File: src/rtl/mlp_host_sequencer.sv
// mlp_host_sequencer
// Host-side job sequencer for the MLP datapath. A job arrives as a beat
// stream (four weight bytes, then NUM_ACT activation words). The sequencer
// replays it onto the weight-FIFO push and activation-write ports, then
// pulses start. It waits for layer completion, or aborts on a cycle budget,
// and returns the captured accumulator pair on a valid/ready response port.
// Every MLP-side and response output is driven from a flop.
module mlp_host_sequencer #(
  parameter int NUM_ACT = 2,
  parameter int TIMEOUT = 255
) (
  input  logic        clk,
  input  logic        reset_n,
  input  logic        s_valid,
  output logic        s_ready,
  input  logic [15:0] s_data,
  output logic        wf_reset,
  output logic        wf_push_col0,
  output logic        wf_push_col1,
  output logic [7:0]  wf_data_out,
  output logic        init_act_valid,
  output logic [15:0] init_act_data,
  output logic        start_mlp,
  output logic        weights_ready,
  input  logic        layer_complete,
  input  logic        acc_valid,
  input  logic [31:0] acc0,
  input  logic [31:0] acc1,
  output logic        res_valid,
  input  logic        res_ready,
  output logic [31:0] res_acc0,
  output logic [31:0] res_acc1,
  output logic        res_timeout,
  output logic        busy,
  output logic [2:0]  state
);

  typedef enum logic [2:0] {
    ST_IDLE  = 3'd0,
    ST_FLUSH = 3'd1,
    ST_WLOAD = 3'd2,
    ST_ALOAD = 3'd3,
    ST_START = 3'd4,
    ST_WAIT  = 3'd5,
    ST_RESP  = 3'd6
  } state_t;

  localparam logic [4:0]  LAST_ACT  = 5'(NUM_ACT - 1);
  localparam logic [15:0] TMO_LIMIT = 16'(TIMEOUT);

  state_t      state_q, state_d;
  logic [4:0]  beat_q, beat_d;
  logic [15:0] tmo_q, tmo_d;

  logic        wf_reset_q, wf_reset_d;
  logic        push0_q, push0_d;
  logic        push1_q, push1_d;
  logic [7:0]  wf_data_q, wf_data_d;
  logic        act_valid_q, act_valid_d;
  logic [15:0] act_data_q, act_data_d;
  logic        start_q, start_d;
  logic        wready_q, wready_d;
  logic        res_valid_q, res_valid_d;
  logic [31:0] res_acc0_q, res_acc0_d;
  logic [31:0] res_acc1_q, res_acc1_d;
  logic        res_timeout_q, res_timeout_d;

  logic        load_phase_s;
  logic        accept_s;

  assign load_phase_s = (state_q == ST_WLOAD) || (state_q == ST_ALOAD);
  assign accept_s     = load_phase_s && s_valid;

  // Next-state, counter, capture and pulse-output logic.
  always_comb begin
    state_d       = state_q;
    beat_d        = beat_q;
    tmo_d         = tmo_q;
    wf_reset_d    = 1'b0;
    push0_d       = 1'b0;
    push1_d       = 1'b0;
    wf_data_d     = wf_data_q;
    act_valid_d   = 1'b0;
    act_data_d    = act_data_q;
    res_acc0_d    = res_acc0_q;
    res_acc1_d    = res_acc1_q;
    res_timeout_d = res_timeout_q;

    case (state_q)
      ST_IDLE: begin
        // The waking beat is left on the bus; WLOAD consumes it.
        if (s_valid) begin
          state_d    = ST_FLUSH;
          wf_reset_d = 1'b1;
        end else begin
          state_d    = ST_IDLE;
        end
      end

      ST_FLUSH: begin
        beat_d  = 5'd0;
        state_d = ST_WLOAD;
      end

      ST_WLOAD: begin
        if (accept_s) begin
          wf_data_d = s_data[7:0];
          if (beat_q < 5'd2) begin
            push0_d = 1'b1;
          end else begin
            push1_d = 1'b1;
          end
          if (beat_q == 5'd3) begin
            beat_d  = 5'd0;
            state_d = ST_ALOAD;
          end else begin
            beat_d  = beat_q + 5'd1;
          end
        end else begin
          beat_d = beat_q;
        end
      end

      ST_ALOAD: begin
        if (accept_s) begin
          act_valid_d = 1'b1;
          act_data_d  = s_data;
          if (beat_q == LAST_ACT) begin
            beat_d  = 5'd0;
            state_d = ST_START;
          end else begin
            beat_d  = beat_q + 5'd1;
          end
        end else begin
          beat_d = beat_q;
        end
      end

      ST_START: begin
        tmo_d         = 16'd0;
        res_acc0_d    = 32'd0;
        res_acc1_d    = 32'd0;
        res_timeout_d = 1'b0;
        state_d       = ST_WAIT;
      end

      ST_WAIT: begin
        // Last acc_valid wins, including one coincident with completion.
        if (acc_valid) begin
          res_acc0_d = acc0;
          res_acc1_d = acc1;
        end else begin
          res_acc0_d = res_acc0_q;
          res_acc1_d = res_acc1_q;
        end
        // Completion is checked before the budget so it wins a tie.
        if (layer_complete) begin
          res_timeout_d = 1'b0;
          state_d       = ST_RESP;
        end else if (tmo_q == TMO_LIMIT) begin
          res_timeout_d = 1'b1;
          state_d       = ST_RESP;
        end else begin
          tmo_d = tmo_q + 16'd1;
        end
      end

      ST_RESP: begin
        if (res_ready) begin
          state_d = ST_IDLE;
        end else begin
          state_d = ST_RESP;
        end
      end

      default: begin
        state_d = ST_IDLE;
      end
    endcase

    start_d     = (state_q == ST_START);
    wready_d    = (state_d == ST_WAIT);
    res_valid_d = (state_d == ST_RESP);
  end

  // State, counters and registered outputs; synchronous active-low reset.
  always_ff @(posedge clk) begin
    if (!reset_n) begin
      state_q       <= ST_IDLE;
      beat_q        <= 5'd0;
      tmo_q         <= 16'd0;
      wf_reset_q    <= 1'b0;
      push0_q       <= 1'b0;
      push1_q       <= 1'b0;
      wf_data_q     <= 8'd0;
      act_valid_q   <= 1'b0;
      act_data_q    <= 16'd0;
      start_q       <= 1'b0;
      wready_q      <= 1'b0;
      res_valid_q   <= 1'b0;
      res_acc0_q    <= 32'd0;
      res_acc1_q    <= 32'd0;
      res_timeout_q <= 1'b0;
    end else begin
      state_q       <= state_d;
      beat_q        <= beat_d;
      tmo_q         <= tmo_d;
      wf_reset_q    <= wf_reset_d;
      push0_q       <= push0_d;
      push1_q       <= push1_d;
      wf_data_q     <= wf_data_d;
      act_valid_q   <= act_valid_d;
      act_data_q    <= act_data_d;
      start_q       <= start_d;
      wready_q      <= wready_d;
      res_valid_q   <= res_valid_d;
      res_acc0_q    <= res_acc0_d;
      res_acc1_q    <= res_acc1_d;
      res_timeout_q <= res_timeout_d;
    end
  end

  assign s_ready        = load_phase_s;
  assign wf_reset       = wf_reset_q;
  assign wf_push_col0   = push0_q;
  assign wf_push_col1   = push1_q;
  assign wf_data_out    = wf_data_q;
  assign init_act_valid = act_valid_q;
  assign init_act_data  = act_data_q;
  assign start_mlp      = start_q;
  assign weights_ready  = wready_q;
  assign res_valid      = res_valid_q;
  assign res_acc0       = res_acc0_q;
  assign res_acc1       = res_acc1_q;
  assign res_timeout    = res_timeout_q;
  assign busy           = (state_q != ST_IDLE);
  assign state          = state_q;

endmodule
File: config.mk
export PLATFORM = sky130hd
export DESIGN_NAME = mlp_host_sequencer
export DESIGN_NICKNAME = d
export VERILOG_FILES = /design/src/rtl/mlp_host_sequencer.sv
export SDC_FILE = /design/constraint.sdc
export NUM_CORES = 1
export LEC_CHECK = 0
export CELL_PAD_IN_SITES_DETAIL_PLACEMENT = 0
export CELL_PAD_IN_SITES_GLOBAL_PLACEMENT = 1
export CORE_MARGIN = 3
export CORE_UTILIZATION = 30
export CTS_CLUSTER_DIAMETER = 200
export DETAILED_ROUTE_END_ITERATION = 16
export PLACE_DENSITY = 0.89
export SETUP_SLACK_MARGIN = 0.5
export SYNTH_ARGS = -nofsm -noshare
export SYNTH_HDL_FRONTEND = slang
export SYNTH_SLANG_ARGS = --single-unit
File: constraint.sdc
create_clock -name clk -period 1.9 [get_ports clk]
set_input_delay 0.285 -clock clk [delete_from_list [all_inputs] [get_ports clk]]
set_output_delay 0.285 -clock clk [all_outputs]
set_load 0.05 [all_outputs]
==> results of run 1 <==
cell families (layout without fill, tap and decap cells):
family / Yosys count / count (layout) / synth area share
buf+inv: 50 / 317 / 0.0422
flops: 120 / 120 / 0.506
simple gates: 262 / 264 / 0.271
mux: 13 / 13 / 0.0274
xor+xnor: 5 / 5 / 0.00923
compound gates: 121 / 121 / 0.136
fa+ha+maj: 3 / 3 / 0.00791
where the power goes:
part / switching [W] / total, W / internal (W)
registers: 0.0000229 / 0.00255 / 0.00253
clock network: 0.00115 / 0.00332 / 0.00217
logic: 0.000300 / 0.000625 / 0.000325
state kept, by name, indices dropped and copies added, names as in the netlist:
signal,flops
res_acc0,32
res_acc1,32
init_act_data,16
tmo_q,16
wf_data_out,8
beat_q,5
state,3
init_act_valid,1
res_timeout,1
res_valid,1
start_mlp,1
weights_ready,1
wf_push_col0,1
wf_push_col1,1
wf_reset,1
worst min-delay path by stage:
stage,start,endpoint,slack (ps),cells past startpoint
after floorplan,s_valid,wf_reset$_SDFF_PN0_,400,2
after global placement,init_act_data[11]$_SDFFE_PN0P_,init_act_data[11]$_SDFFE_PN0P_,440,2
after detailed placement,init_act_data[4]$_SDFFE_PN0P_,init_act_data[4]$_SDFFE_PN0P_,450,2
after CTS,acc1[27],res_acc1[27]$_SDFFE_PN0P_,400,3
after global routing,acc1[26],res_acc1[26]$_SDFFE_PN0P_,430,3
final,acc1[25],res_acc1[25]$_SDFFE_PN0P_,420,3
worst register-to-register path, stage by stage (launching register included):
cell and delay [ps]:
dfxtp_4 370, buf_4 130, or3b_4 410, and3_4 200, or3_4 370, a21oi_2 130
cells in the final DEF (no fill, tap or decap), types with 7 or more instances in the layout:
cell / netlist / layout
buf_6: 1 / 16
nand2_4: 0 / 26
mux2i_1: 13 / 12
a21oi_2: 0 / 43
nand2_2: 0 / 9
buf_2: 4 / 94
nor2_1: 19 / 18
buf_4: 0 / 41
clkdlybuf4s50_1: 0 / 85
a21oi_1: 98 / 53
buf_8: 0 / 7
nand3_2: 0 / 24
nand2_1: 113 / 76
dfxtp_1: 120 / 106
buf_12: 0 / 15
clkbuf_16: 0 / 26
dfxtp_4: 0 / 9
nand3_1: 71 / 46
or3_1: 10 / 7
buf_16: 0 / 9
per-stage QoR:
stage,hold slack [ps],cell area [um2],power (W),std cells
after detailed placement,446,7130,0.00309,952
after global placement,442,7130,0.00309,952
after global routing,427,9120,0.00670,1054
after floorplan,399,5150,0.00283,574
final,423,9120,0.00650,1054
after CTS,404,8080,0.00648,1023
cell type report:
| class | instances | area, um2 |
|---|---|---|
| fill | 1313 | 6200 |
| multi-input combinational | 406 | 3000 |
| timing repair buffer | 280 | 2770 |
| sequential | 120 | 2440 |
| clock buffer | 21 | 470 |
| tap | 211 | 264 |
| clock inverter | 11 | 144 |
| inverter | 5 | 22.5 |
routing by layer:
| metal | track usage | share of wire |
|---|---|---|
| met4 | 0.0642 | 0.016 |
| met5 | 0 | 0 |
| met1 | 0.219 | 0.42 |
| met2 | 0.303 | 0.51 |
| met3 | 0.0576 | 0.059 |
repair_timing:
item / 4_1_cts / 5_1_grt
cloned: 10 / 12
setup endpoints to repair: 192 / 135
pin swaps: 14 / 62
buffers inserted: 29 / 19
endpoints found under the hold margin: 0 / 0
resized for setup: 514 / 190
hold buffers: 0 / 0
==> results.cfg, run 1 <==
[sta]
finalHoldViolations = 0
setup-tns-final_ps = 0
max_freq_ghz = 0.586
rsz0062_at_grt = yes
max_slew.worst_pin.slew_ps = 361
slew_violations = 0
finalCritPeriodShare = 0.898
worst_slack_ps = 194
finalSetupViolCount = 0
relSlewSlack = 0.758
finalCriticalPeriod_ps = 1710
fin_worst_skew_ps = 7.29

[yosys]
yosysWarningCount = 0
syn_inst = 574
synth-seq-cells = 120
synth_top_cell_by_area = dfxtp_1
synthTopCellsByCount = dfxtp_1, nand2_1, a21oi_1
synthesis.nets = 663
ys_types = 45
synth.cell_area_um2 = 4740
synth_area_per_cell_um2 = 8.26
ys.flop_type = dfxtp_1
yosysMostFrequentCell = dfxtp_1
synth.top_cell.area_share = 0.506
synth_area_leaders = dfxtp_1, a21oi_1, nand2_1
synth_edf_count = 0
ys_seq_area_frac = 0.506
async_flop_share = 0

[drt]
firstDrtPassIters = 4
vias = 5262
drtIter0Drc = 195
routed_wl_mm = 18.3
postRouteAntennaNets = 0
via_per_inst = 4.99
routedWlPerCell_um = 17.3
remaining_drc_errors = 0

[die]
core-area_um2 = 15300
std_cell_rows = 45
dieArea_um2 = 17400
start_util = 0.310
die_x_um = 132
io_pins = 187
die_y_um = 132

[global_routing]
antenna_found_initial = 0
grt-ovfl-total = 0
groute.usage.overall = 0.181
grt_first_pass_wirelength_mm = 25.4
grt_max_degree = 47
grt_pass1_vias = 4752

[hold_path]
holdCritPathClass = in2reg

[clock_tree]
tritoncts = yes
cts.clk_slew.worst_paths_ps = 60
htree_levels = 4
cts-root-buf = clkbuf_16
cts_buffers = 17
cts_buffer_depth = 2
cts.sinks = 120
clk_latency_ps = 410

[finish]
drive_above_1_share = 0.465
area_growth_pct = 92.2
finalNetCount = 919
fin_util = 0.595
antenna_cells = 0

[setup_path]
startpoint_type = flip-flop
crit_cells = 3
cp.arrival_ps = 1420
worstRegToRegCells = 5
setup.worst_path.end = busy
cp_max_fo = 3
cp_top_family = simple AND/OR/NAND/NOR gates
r2r_slack_ps = 230
required_ps = 1620
path_class = reg2out
cp_slowest_stage_delay_ps = 370
cp-startpoint = state[2]$_SDFF_PN0_
crit_top_cell = buf_8
slowest_stage = or3_4
critPathCaptureType = output pin
crit_chain = buf_8 -> or3_4 -> buf_8
rr_startpoint = state[2]$_SDFF_PN0_
worstReg2RegEnd = tmo_q[8]$_SDFFE_PN0P_
cp.buffers_inverters = 2

[power]
power.leakage_nw = 3.70
peakVddDrop_uv = 615
power_density_nw_per_um2 = 713

[outcome]
status = complete, no violations

[flow_run]
cap_violations = 0

[placement]
io_buffers = 186
post-place-ws_ps = -71.4
place.gp.congestion = 0.787
dp_hpwl_mm = 9.66
(Power assumes the default switching activity.)
==> inputs of run 2 (changes only) <==
Settings changed: CORE_MARGIN 3 to 5.
==> results.cfg, run 2 (synthesis results as in run 1) <==
[power]
power.leakage_nw = 3.55
power_density_nw_per_um2 = 727
peakVddDrop_uv = 604
total_power_w = 0.00678

[sta]
setup-tns-final_ps = 0
finalCriticalPeriod_ps = 1670
finalSetupViolCount = 0
max_slew.worst_pin.slew_ps = 535
max_freq_ghz = 0.598
finalCritPeriodShare = 0.880
fin_worst_skew_ps = 4.98
rsz0062_at_grt = yes
finalHoldViolations = 0
slew_violations = 0
relSlewSlack = 0.642

[setup_path]
cp_max_fo = 5
slowest_stage = or3b_4
cp.arrival_ps = 2010
cp_slowest_stage_delay_ps = 410
critPathCaptureType = flip-flop
required_ps = 2230
path_class = reg2reg
startpoint_type = flip-flop
crit_chain = buf_4 -> or3b_4 -> and3_4 -> or3_1 -> a21oi_1

[finish]
drive_above_1_share = 0.505
finalNetCount = 923
antenna_cells = 0
ff_latch_area_um2 = 2440
multiInputGateArea_um2 = 3220
area_growth_pct = 96.7
final_cell_mix = dfxtp_1, buf_2, nand2_1
fin_util = 0.594
layout_commonest_cell = dfxtp_1
nFillCells = 1330
final_cell_area_um2 = 9330

[flow_run]
cap_violations = 0

[drt]
via_per_inst = 5.03
postRouteAntennaNets = 0
routedWlPerCell_um = 18.0
vias = 5332
routed_wl_mm = 19.1
drtIter0Drc = 231
remaining_drc_errors = 0
firstDrtPassIters = 5

[clock_tree]
cts-root-buf = clkbuf_16
clk_latency_ps = 410
cts.sinks = 120
cts.clk_slew.worst_paths_ps = 50
tritoncts = yes
cts_buffers = 17
cts_buffer_depth = 2
htree_levels = 4
cts.hold.buffers_added = 0

[placement]
dp_hpwl_mm = 9.89
place_area_um2 = 7110
place.gp.congestion = 0.774
io_buffers = 186

[die]
start_util = 0.302
core-area_um2 = 15700
dieArea_um2 = 18400
io_pins = 187
std_cell_rows = 46
die_x_um = 136
die_y_um = 136

[global_routing]
grt_pass1_vias = 5152
antenna_found_initial = 0
grtUsageMet3 = 0.0490
grt_first_pass_wirelength_mm = 27.3
groute.usage.overall = 0.187
grt_max_degree = 45
globalRouteMet1Util = 0.232
grt-ovfl-total = 0
gr-usage-met2 = 0.316
top_usage_layer = met2

[hold_path]
holdCritPathClass = in2reg

[outcome]
status = complete, no violations
[run 2: path summary, 6_finish.rpt]
path	depth (start not counted)	slack, ps	to	from
max	5	230	tmo_q[8]$_SDFFE_PN0P_	state[1]$_SDFF_PN0_
min	3	420	res_acc1[14]$_SDFFE_PN0P_	acc1[14]
max reg2reg	5	230	tmo_q[8]$_SDFFE_PN0P_	state[1]$_SDFF_PN0_
min reg2reg	2	450	init_act_data[13]$_SDFFE_PN0P_	init_act_data[13]$_SDFFE_PN0P_
[run 2: cell type report]
| type | count | share of cell area |
|---|---|---|
| inverters | 5 | 0.00241 |
| multi-input cells | 407 | 0.345 |
| flip-flops and latches | 120 | 0.262 |
| clock inverters | 8 | 0.0177 |
| repair buffers | 283 | 0.291 |
| clock buffers | 22 | 0.0531 |
| well taps | 216 | 0.0290 |
[run 2: report_power, final]
group / internal, W / total [W] / switching [W]
clock network: 0.00249 / 0.00361 / 0.00113
registers: 0.00253 / 0.00255 / 0.0000220
logic: 0.000318 / 0.000612 / 0.000294
[run 2: stage by stage]
stage	hold slack [ps]	setup WS, ps	cells
detailed placement	446	-192	956
floorplan	399	63.1	574
finish	420	227	1061
global placement	441	-179	956
global route	419	183	1061
CTS	402	186	1042
[run 2: repair_timing]
action	CTS	global route
gates resized for setup	588	166
cloned	14	7
buffers inserted	42	12
endpoints found under the setup margin	192	132
pin swaps	36	55
[run 2: routing by layer]
metal	wire length [um]	vias up
met5	0	-
met4	321	0
met3	1230	31
met2	9440	194
met1	8070	2562
li1	-	2545
[run 2: critical path, delay by kind of cell (launching register included)]
kind            cells  cell delay (ps)
flops               1              360
buf+inv             1              140
simple gates        3              960
compound gates      1              140
